## src/rtl/cache_pkg.sv

```systemverilog
// Shared types and helpers for the cache miss path: FSM states, address field
// widths, the line alignment helper and the memory request bundle.
package cache_pkg;

  localparam int TAG_W       = 18;
  localparam int INDEX_W     = 8;
  localparam int OFFSET_W    = 6;
  localparam int LINE_ADDR_W = TAG_W + INDEX_W + OFFSET_W;
  localparam int LINE_DATA_W = 32;

  typedef enum logic [2:0] {
    IDLE,
    WB_REQ,
    FILL_REQ,
    RESP,
    COOL
  } miss_state_t;

  typedef struct packed {
    logic                   we;
    logic [LINE_ADDR_W-1:0] addr;
    logic [LINE_DATA_W-1:0] wdata;
  } mem_req_t;

  // Clears the byte-offset bits so the address points at the start of a line.
  function automatic logic [LINE_ADDR_W-1:0] line_addr(input logic [LINE_ADDR_W-1:0] addr,
                                                       input int offset_w);
    logic [LINE_ADDR_W-1:0] mask;
    mask = {LINE_ADDR_W{1'b1}} << offset_w;
    return addr & mask;
  endfunction

endpackage

```

## src/rtl/mem_req_port.sv

```systemverilog
// Registered req/ack holder toward backing memory. One request is launched by
// 'start' and held stable until an ack (or a timeout) retires it. The timeout
// counter exists only when MEM_TIMEOUT_EN is defined.
module mem_req_port
  import cache_pkg::*;
#(
  parameter int TIMEOUT_CYCLES = 255
) (
  input  logic                   clk,
  input  logic                   rst,
  input  logic                   start,
  input  mem_req_t               req,
  input  logic                   mem_ack,
  output logic                   mem_req,
  output logic                   mem_we,
  output logic [LINE_ADDR_W-1:0] mem_addr,
  output logic [LINE_DATA_W-1:0] mem_wdata,
  output logic                   done,
  output logic                   timeout
);

  // An ack only counts while a request is actually outstanding.
  assign done = mem_req && mem_ack;

  // Launch, hold and retire the memory request.
  always_ff @(posedge clk) begin
    if (!rst) begin
      mem_req   <= 1'b0;
      mem_we    <= 1'b0;
      mem_addr  <= '0;
      mem_wdata <= '0;
    end else if (start) begin
      mem_req   <= 1'b1;
      mem_we    <= req.we;
      mem_addr  <= req.addr;
      mem_wdata <= req.wdata;
    end else if (done || timeout) begin
      mem_req   <= 1'b0;
    end
  end

`ifdef MEM_TIMEOUT_EN
  localparam int CNT_W = $clog2(TIMEOUT_CYCLES + 1);

  logic [CNT_W-1:0] wait_cnt;

  assign timeout = mem_req && !mem_ack && (wait_cnt == CNT_W'(TIMEOUT_CYCLES));

  // Count request cycles that go by without an ack; restart on every launch.
  always_ff @(posedge clk) begin
    if (!rst || start) begin
      wait_cnt <= '0;
    end else if (mem_req && !mem_ack && !timeout) begin
      wait_cnt <= wait_cnt + 1'b1;
    end
  end
`else
  // Without the timeout the FSM waits for ack indefinitely; the parameter is
  // kept referenced so both builds share one interface.
  logic unused_timeout_cfg;
  assign unused_timeout_cfg = ^TIMEOUT_CYCLES;
  assign timeout = 1'b0;
`endif

endmodule

```

## src/rtl/cache_miss_ctrl.sv

```systemverilog
// Miss/eviction handler behind sa_cache: optional dirty-line write-back, then a
// line fill, then a one-cycle response carrying the fill data back to the cache.
// Optional feature: define MEM_TIMEOUT_EN to bound each memory wait.
module cache_miss_ctrl #(
  parameter int ADDR_W         = 32,
  parameter int DATA_W         = 32,
  parameter int OFFSET_W       = 6,
  parameter int TIMEOUT_CYCLES = 255
) (
  input  logic              clk,
  input  logic              rst,
  input  logic              i_cache_miss,
  input  logic [ADDR_W-1:0] i_miss_addr,
  input  logic              i_evict,
  input  logic [ADDR_W-1:0] i_evict_addr,
  input  logic [DATA_W-1:0] i_evict_data,
  output logic [DATA_W-1:0] o_memory_line,
  output logic              o_memory_response,
  output logic              o_busy,
  output logic              mem_req,
  output logic              mem_we,
  output logic [ADDR_W-1:0] mem_addr,
  output logic [DATA_W-1:0] mem_wdata,
  input  logic              mem_ack,
  input  logic [DATA_W-1:0] mem_rdata,
  output logic              o_mem_err
);
  import cache_pkg::*;

  miss_state_t state_q, state_d;
  mem_req_t    wb_req, fill_req, port_req;
  logic        start, done, timeout;

  // The single memory port serves the write-back first, then the fill.
  assign port_req = (state_q == WB_REQ) ? wb_req : fill_req;

  mem_req_port #(
    .TIMEOUT_CYCLES(TIMEOUT_CYCLES)
  ) u_port (
    .clk      (clk),
    .rst      (rst),
    .start    (start),
    .req      (port_req),
    .mem_ack  (mem_ack),
    .mem_req  (mem_req),
    .mem_we   (mem_we),
    .mem_addr (mem_addr),
    .mem_wdata(mem_wdata),
    .done     (done),
    .timeout  (timeout)
  );

  // Next-state logic; a request launches on the first cycle of each request state.
  always_comb begin
    state_d = state_q;
    start   = 1'b0;
    case (state_q)
      IDLE:     if (i_cache_miss) state_d = i_evict ? WB_REQ : FILL_REQ;
      WB_REQ: begin
        start = !mem_req;
        if (timeout)   state_d = RESP;
        else if (done) state_d = FILL_REQ;
      end
      FILL_REQ: begin
        start = !mem_req;
        if (done || timeout) state_d = RESP;
      end
      RESP:     state_d = COOL;
      COOL:     state_d = IDLE;
      default:  state_d = IDLE;
    endcase
  end

  // State, captured miss/victim info and registered cache-side outputs.
  always_ff @(posedge clk) begin
    if (!rst) begin
      state_q           <= IDLE;
      wb_req            <= '0;
      fill_req          <= '0;
      o_memory_line     <= '0;
      o_memory_response <= 1'b0;
      o_busy            <= 1'b0;
      o_mem_err         <= 1'b0;
    end else begin
      state_q           <= state_d;
      o_busy            <= (state_d != IDLE);
      o_memory_response <= (state_d == RESP);
`ifdef MEM_TIMEOUT_EN
      o_mem_err         <= timeout;
`else
      o_mem_err         <= 1'b0;
`endif
      if (state_q == IDLE && i_cache_miss) begin
        wb_req   <= '{we: i_evict, addr: line_addr(i_evict_addr, OFFSET_W), wdata: i_evict_data};
        fill_req <= '{we: 1'b0, addr: line_addr(i_miss_addr, OFFSET_W), wdata: '0};
      end
      if (timeout) begin
        o_memory_line <= '0;
      end else if (state_q == FILL_REQ && done) begin
        o_memory_line <= mem_rdata;
      end
    end
  end

endmodule
```

## config.mk

```make
export PLATFORM = sky130hd
export DESIGN_NAME = cache_miss_ctrl
export DESIGN_NICKNAME = d
export VERILOG_FILES = /design/src/rtl/cache_pkg.sv /design/src/rtl/mem_req_port.sv /design/src/rtl/cache_miss_ctrl.sv
export SDC_FILE = /design/constraint.sdc
export NUM_CORES = 1
export LEC_CHECK = 0
export BUFFER_PORTS_ARGS = -buffer_cell sky130_fd_sc_hd__buf_2
export CAP_MARGIN = 20
export CORE_MARGIN = 5
export CORE_UTILIZATION = 25
export DETAILED_ROUTE_END_ITERATION = 10
export GPL_TIMING_DRIVEN = 0
export PLACE_DENSITY_LB_ADDON = 0.2
export SLEW_MARGIN = 20
export SYNTH_ARGS = -nofsm -noshare
export SYNTH_HDL_FRONTEND = slang
export SYNTH_SLANG_ARGS = --single-unit
```

## constraint.sdc

```tcl
create_clock -name clk -period 1.5 [get_ports clk]
set_input_delay 0.15 -clock clk [delete_from_list [all_inputs] [get_ports clk]]
set_output_delay 0.15 -clock clk [all_outputs]
set_load 0.01 [all_outputs]
```

==> summary.md, run 1 <==
| Metric | Value |
|---|---|
| Fillers | `2919` |
| Setup crit end kind | `flop` |
| Startpoint type of the worst setup path | `flop` |
| Critical path arrival | `1.95 ns` |
| Crit path required time | `1.84 ns` |
| FF+latch count, synth | `182` |
| Gate Count Post-Synth | `853` |
| Rel. slew slack | `46.59%` |
| Final worst slack | `-0.1151 ns` |
| WHS | `0.03113 ns` |
| Library cells used by synthesis | `34` |
| Register area share after synthesis | `51.43%` |
| M1 wire length | `about 12000 µm` |
| R2r worst-path depth | `8` |
| # nets final | `1330` |
| Antenna violations before repair | `2` |
| Starting Density | `about a quarter` |
| Leak | `between 4 and 5 nW` |
| Slew @ Worst Pin | `0.8012 ns` |
| Worst reg2reg endpoint | `u_port.mem_addr[13]$_SDFFE_PN0P_` |
| Die Height | `178.3 µm` |
| Largest net degree at the start of global routing | `19` |
| Share of cells above drive strength 1 | `about 36%` |
| Largest cells by area after synthesis | `dfxtp_1 (51%), nand2_1 (14%), a21oi_1 (10%)` |
| Max-cap violations | `0` |
| Core Area | `around 28000 µm²` |
| IO buf count | `approximately 210` |
| Tot GR Track Use | `15.91%` |
| Synthesis-to-finish area growth | `58.12%` |
| Outcome | `finished, violations left` |
| Vias | `7087` |
| Number of global-route vias before repair | `7373` |
| Critical path launch point | `state_q[2]$_SDFF_PN0_` |
| Drt first pass iters | `4` |
| Synth Warn # | `0` |
| Power Density | `about 1100 nW/µm²` |
| Maximum clock insertion buffer count | `2` |
| Post-synth top area share | `approximately 50%` |
| Total gr overflow | `0` |
| Post-DP HPWL | `17500 µm` |
| WL met2 | `approximately 12000 µm` |
| Final wirelength | `25760 µm` |
| Violated checks | `setup timing` |
| Min-Delay Path Class | `in -> reg` |
| Core Rows | `61` |
| Clk_lat worst skew | `around 0.43 ns` |
| First-pass GRT wire length | `approximately 40000 µm` |
| Setup_tns | `-7.817 ns` |
| Final Hold Vio Count | `0` |
| RSZ-0062 raised after global routing | `true` |
| Top sig layer | `met4` |
| Post-Syn Area | `7084 µm²` |
| Fin. max-slew vios | `0` |
| Peak supply drop | `543.0 µV` |
| Clock transition at path regs | `0.07 ns` |
| Peak Freq | `619.2 MHz` |
| Clock Sinks | `182` |
| Setup CP Type | `reg -> reg` |
| Crit path capture | `u_port.mem_addr[13]$_SDFFE_PN0P_` |
| Final setup fails | `112` |
| # DRC | `0` |
| Setup Skew | `0.009739 ns` |
| Post-route clock period utilization | `107.7%` |
| Syn avg cell area | `approximately 8.3 µm²` |
| Max H-tree Level | `4` |
| DRT iter0 DRCs | `316` |
| CTS Buf Count | `17` |
| CTS tree | `done` |
| ANT nets after route | `0` |
| Critical Path Fanout Max | `6` |
| WL met3 | `1607 µm` |
| DIE WIDTH | `178.3 µm` |
| Vias/cell | `4.457` |
| Die ar. | `approximately 32000 µm²` |
| Ports | `234` |
| Largest area contributor in the netlist | `dfxtp_1` |
| Per-cell routed wire length | `16.20 µm` |
| R2R Setup Slk | `-0.12 ns` |
| Routability cong. | `approximately 0.76` |
| RR Startpoint | `state_q[2]$_SDFF_PN0_` |
| Final min period | `around 1.6 ns` |
| Root buffer cell | `clkbuf_16` |
## worst min path at each step
| stage | start | endpoint | slack (ns) | depth (start not counted) |
|---|---|---|---|---|
| 2_1_floorplan | i_cache_miss | o_busy$_SDFF_PN0_ | 0.27 | 2 |
| 3_3_place_gp | i_evict_data[25] | wb_req[25]$_SDFFE_PN0P_ | 0.40 | 3 |
| 5_1_grt | i_evict | wb_req[64]$_SDFFE_PN0P_ | 0.01 | 3 |
| 6_report | i_cache_miss | o_busy$_SDFF_PN0_ | 0.03 | 3 |
| 3_5_place_dp | i_evict_data[6] | wb_req[6]$_SDFFE_PN0P_ | 0.40 | 3 |
| 4_1_cts | i_cache_miss | o_busy$_SDFF_PN0_ | 0.02 | 3 |
## layout make-up
cell class	instances	area, µm²	area share (%)
Sequential cell	182	3652	32.60
Multi-Input combinational cell	592	3500	31.24
Timing Repair Buffer	323	2283	20.38
Buffer	80	719.4	6.422
Tap cell	378	473.0	4.222
Clock buffer	18	429.2	3.831
Clock inverter	14	136.4	1.217
Antenna cell	2	5.005	0.04468
Inverter	1	3.754	0.03351
## layout by cell type, fill, tap and decap left out, types with 7 or more instances in the layout
| cell type | synthesis | routed |
|---|---|---|
| buf_2 | 13 | 215 |
| a21oi_1 | 146 | 123 |
| a21boi_0 | 32 | 10 |
| clkbuf_16 | 0 | 24 |
| dfxtp_1 | 182 | 179 |
| nand2_2 | 0 | 45 |
| clkbuf_1 | 51 | 23 |
| nand2_1 | 258 | 196 |
| a21oi_2 | 0 | 23 |
| dlygate4sd3_1 | 0 | 84 |
| buf_6 | 8 | 15 |
| a21boi_1 | 0 | 22 |
| a311oi_2 | 0 | 11 |
| nand2_4 | 0 | 17 |
| o21ai_0 | 33 | 29 |
| and3_1 | 32 | 32 |
| a311oi_1 | 26 | 15 |
| conb_1 | 1 | 7 |
| buf_8 | 0 | 15 |
| buf_4 | 10 | 27 |
| o21a_1 | 33 | 33 |
## layer usage
metal  GRT usage (%)  vias to the layer above
met5               0                        -
met4           4.541                        0
met3           4.705                       25
met2           26.35                      164
met1           20.15                     3310
li1                -                     3588
## flip-flops by register name (all words and copies together) (netlist names)
signal	flops
o_memory_response	1
fill_req	26
o_memory_line	32
u_port.mem_we	1
u_port.mem_wdata	32
u_port.mem_addr	26
wb_req	59
o_busy	1
state_q	3
u_port.mem_req	1
## kinds of logic (layout without fill, tap and decap cells)
family / Yosys count / count (layout) / synth area share [%]
xor+xnor: 2 / 2 / 0.5123
buf+inv: 85 / 436 / 6.111
flops: 182 / 182 / 51.43
compound gates: 273 / 273 / 23.05
simple gates: 310 / 310 / 18.84
other cells: 1 / 9 / 0.05293
## per-stage QoR
stage	util, %	setup WS (ns)	power, W	instances	area (µm²)
after CTS	37.72	-0.1411	0.01213	1578	10510
after global routing	40.20	-0.1986	0.01298	1589	11200
after global placement	31.07	-0.6066	0.007228	1450	8656
final	40.21	-0.1151	0.01234	1590	11200
after detailed placement	31.07	-0.5938	0.007228	1450	8656
after floorplan	-	-0.03949	0.006464	859	7117
## cell usage after synthesis
master	instances
a21boi_0	32
a21oi_1	146
a311oi_1	26
a31oi_1	1
and3_1	32
buf_1	2
buf_2	13
buf_4	10
buf_6	8
clkbuf_1	51
conb_1	1
dfxtp_1	182
inv_2	1
nand2_1	258
nand2b_1	1
nand3_1	1
nand4b_1	2
nor2_1	4
nor2_2	1
nor2b_1	3
nor3_1	1
nor3b_4	1
nor4b_2	1
nor4b_4	1
nor4bb_1	1
o211ai_1	1
o21a_1	33
o21ai_0	33
o21bai_1	1
or2_1	1
or3b_2	1
or4b_1	1
xnor2_1	1
xor2_4	1
## critical path, cell delays in order (launching register included)
cell and delay [ns]:
dfxtp_2 0.33, buf_6 0.12, buf_6 0.12, buf_4 0.13, nor3b_4 0.17, buf_6 0.19
buf_8 0.14, nand2_2 0.06, a311oi_2 0.25
## timing repair
| action | CTS | global route |
|---|---|---|
| endpoints found under the setup margin | 179 | 176 |
| resized for setup | 111 | 185 |
| pin swaps | 23 | 47 |
| gates cloned | 2 | 7 |
| buffers inserted | 13 | 4 |
| hold endpoints to repair | 84 | 0 |
| hold buffers | 84 | 0 |
## where the power goes
part	switching, W	internal [W]
combinational	0.00134	0.00122
sequential	0.000221	0.00515
clock	0.00220	0.00221
No activity file was read; power rests on OpenSTA's default activity.
==> inputs of run 2 (changes only) <==
CORE_MARGIN = default   (was 5)
CORE_UTILIZATION = 40   (was 25)
==> run 2 against run 1 <==
Net effect: cell count decreased by 10%; critical endpoint is now fill_req[45]$_SDFFE_PN0P_; the run still ends with setup timing left; via count increased by 0.28%; clock skew decreased by 0.0030 ns; register-to-register slack improved by 0.03 ns.
==> summary.md, run 2 (synthesis results as in run 1) <==
| Metric | Value |
|---|---|
| Gr busiest metal | `met2` |
| M2 GR Usage | `39.20% (+13 points)` |
| Setup crit end kind | `flop` |
| DIE WIDTH | `135.1 µm (-24%)` |
| Tot GR Track Use | `22.97% (+7.1 points)` |
| Vias | `7107 (+0.28%)` |
| Final wirelength | `21320 µm (-17%)` |
| CTS tree | `done` |
| Slew @ Worst Pin | `0.6144 ns (-0.1868 ns)` |
| Crit path required time | `1.77 ns (-0.07 ns)` |
| Final worst slack | `-0.08401 ns (+0.03110 ns)` |
| GR Util met3 | `6.269% (+1.6 points)` |
| Rel. slew slack | `59.04% (+12 points)` |
| Share of cells above drive strength 1 | `30.98% (-5.3 points)` |
| RR Startpoint | `state_q[2]$_SDFF_PN0_` |
| Violated checks | `setup timing` |
| Clk_lat worst skew | `0.42 ns (about the same)` |
| Vias/cell | `4.970 (+12%)` |
| Die ar. | `18250 µm² (-43%)` |
| Largest Register | `wb_req` |
| GR Util met1 | `27.85% (+7.7 points)` |
| Critical path launch point | `state_q[2]$_SDFF_PN0_` |
| Starting Density | `40.96% (+16 points)` |
| Setup Skew | `0.006701 ns (-0.003039 ns)` |
| Fin util | `61.18% (+21 points)` |
| Critical path arrival | `1.86 ns (-0.09 ns)` |
| Final Hold Vio Count | `0 (unchanged)` |
| Leading cell type in the layout, fill and taps excluded | `nand2_1` |
| Most used cell, CP | `buf_12` |
| Final min period | `1.584 ns (-0.03110 ns)` |
| DRT iter0 DRCs | `312 (-1.3%)` |
| Clock transition at path regs | `0.06 ns (about the same)` |
| Crit path capture | `fill_req[45]$_SDFFE_PN0P_` |
| Clock Sinks | `182 (unchanged)` |
| Peak supply drop | `845.1 µV (+56%)` |
| ANT nets after route | `0 (unchanged)` |
| Post-DP HPWL | `13880 µm (-21%)` |
| Min-Delay Path Class | `in -> reg` |
| Antenna violations before repair | `1 (-1)` |
| Crit-path cells | `buf_6 > or4b_4 > buf_12 > buf_12 > nand2_1 > a21oi_1` |
| Critical Path Fanout Max | `6 (unchanged)` |
| Core Area | `17300 µm² (-38%)` |
| Core Rows | `48 (-21%)` |
| Die Height | `135.1 µm (-24%)` |
| Total gr overflow | `0 (unchanged)` |
| Per-cell routed wire length | `14.91 µm (-8.0%)` |
| Largest net degree at the start of global routing | `17 (-2)` |
| Post-route clock period utilization | `105.6% (-2.1 points)` |
| Fillers | `1604 (-45%)` |
| Number of global-route vias before repair | `6805 (-7.7%)` |
| Max-cap violations | `0 (unchanged)` |
| Drt first pass iters | `5 (+1)` |
| # nets final | `1326 (-0.30%)` |
| CTS Buf Count | `17 (unchanged)` |
| Routability cong. | `0.8262 (+8.6%)` |
| Peak Freq | `631.3 MHz (+2.0%)` |
| # DRC | `0 (unchanged)` |
| Maximum clock insertion buffer count | `2 (unchanged)` |
| Final Power | `0.01192 W (-3.4%)` |
| Critical path's slowest cell | `or4b_4` |
| Peak per-stage delay on the critical path | `0.54 ns (+0.21 ns)` |
| Startpoint type of the worst setup path | `flop` |
| Largest registers | `wb_req x59, o_memory_line x32, u_port.mem_wdata x32` |
| Ports | `234 (unchanged)` |
| Setup CP Type | `reg -> reg` |
| Fin. max-slew vios | `0 (unchanged)` |
| RSZ-0062 raised after global routing | `true` |
| Placed instance area | `8464 µm² (-2.2%)` |
| Area of the multi-input gates | `3247 µm² (-7.2%)` |
| Root buffer cell | `clkbuf_16` |
| Worst reg2reg endpoint | `fill_req[45]$_SDFFE_PN0P_` |
| Design Area, Final | `10580 µm² (-5.5%)` |
| Synthesis-to-finish area growth | `49.36%` |
| Reg area | `3654 µm² (about the same)` |
| R2R Setup Slk | `-0.08 ns (+0.03 ns)` |
| Max H-tree Level | `4 (unchanged)` |
| IO buf count | `213 (unchanged)` |
| R2r worst-path depth | `6 (-2)` |
| Leak | `4.586 nW (-4.2%)` |
| Power Density | `1127 nW/µm² (+2.3%)` |
| First-pass GRT wire length | `32910 µm (-17%)` |
| Most frequent cells in the layout | `nand2_1 (230), buf_2 (216), dfxtp_1 (178)` |
| Outcome | `finished, violations left` |
| Final setup fails | `73 (-35%)` |
| Number of flip-flops under the largest register name | `59 (unchanged)` |
==> run 2: cell types whose count changed in the layout (fill, tap and decap cells not counted), moves of 11 or more <==
cell,delta
nand2_2,-23
a21boi_1,-22
a21oi_2,-20
nand2_4,-11
nand2_1,+34
a21oi_1,+20
a21boi_0,+22
==> run 2: cell type report <==
cell class	count	area share (%)
clock inverters	8	0.6976
diodes	1	0.02365
multi-input cells	593	30.68
flip-flops and latches	182	34.53
repair buffers	318	20.61
clock buffers	22	4.576
plain buffers	80	6.184
well taps	225	2.661
inverters	1	0.03547
==> run 2: how the worst min path moves through the flow <==
stage,end,cells after the start,slack (ns),start
finish,wb_req[0]$_SDFFE_PN0P_,3,0.02,i_evict_data[0]
global route,wb_req[39]$_SDFFE_PN0P_,3,0.01,i_evict_addr[7]
CTS,wb_req[0]$_SDFFE_PN0P_,3,0.0006,i_evict_data[0]
detailed placement,wb_req[31]$_SDFFE_PN0P_,3,0.40,i_evict_data[31]
global placement,fill_req[63]$_SDFFE_PN0P_,3,0.40,i_miss_addr[31]
floorplan,o_busy$_SDFF_PN0_,2,0.27,i_cache_miss
==> run 2: worst max-delay path, delay by kind of cell (launching register included) <==
kind	cells	cell delay [ns]
buffers and inverters	3	0.45
AO/OA/AOI/OAI	1	0.08
flip-flops	1	0.32
AND/OR/NAND/NOR	2	0.60
==> run 2: metrics by stage <==
step                hold WS, ns  cells  TNS (ns)  setup slack [ns]
floorplan                0.2695    859    -1.026          -0.03949
global placement         0.3952   1297    -55.35           -0.4506
detailed placement       0.3977   1297    -55.66           -0.4738
CTS                   0.0005994   1418    -2.114          -0.05517
global route            0.01300   1430    -10.50           -0.1328
finish                  0.01856   1430    -2.993          -0.08401
==> run 2: timing repair <==
item,CTS,global route
endpoints found under the hold margin,81,0
setup endpoints to repair,179,161
resized for setup,77,84
pin swaps,4,16
cloned,2,4
setup buffers,11,8
hold buffers,81,0
==> run 2: routing by layer <==
layer | part of all wire (%) | up-vias
met5 | 0 | -
met2 | 49 | 210
met3 | 6.5 | 28
li1 | - | 3564
met1 | 43 | 3305
met4 | 1.6 | 0
==> run 2: report_power, final <==
part           leakage, nW  internal, W  switching (W)
Clock                0.274      0.00244        0.00181
Combinational         2.82      0.00111        0.00122
Sequential            1.49      0.00515       0.000188
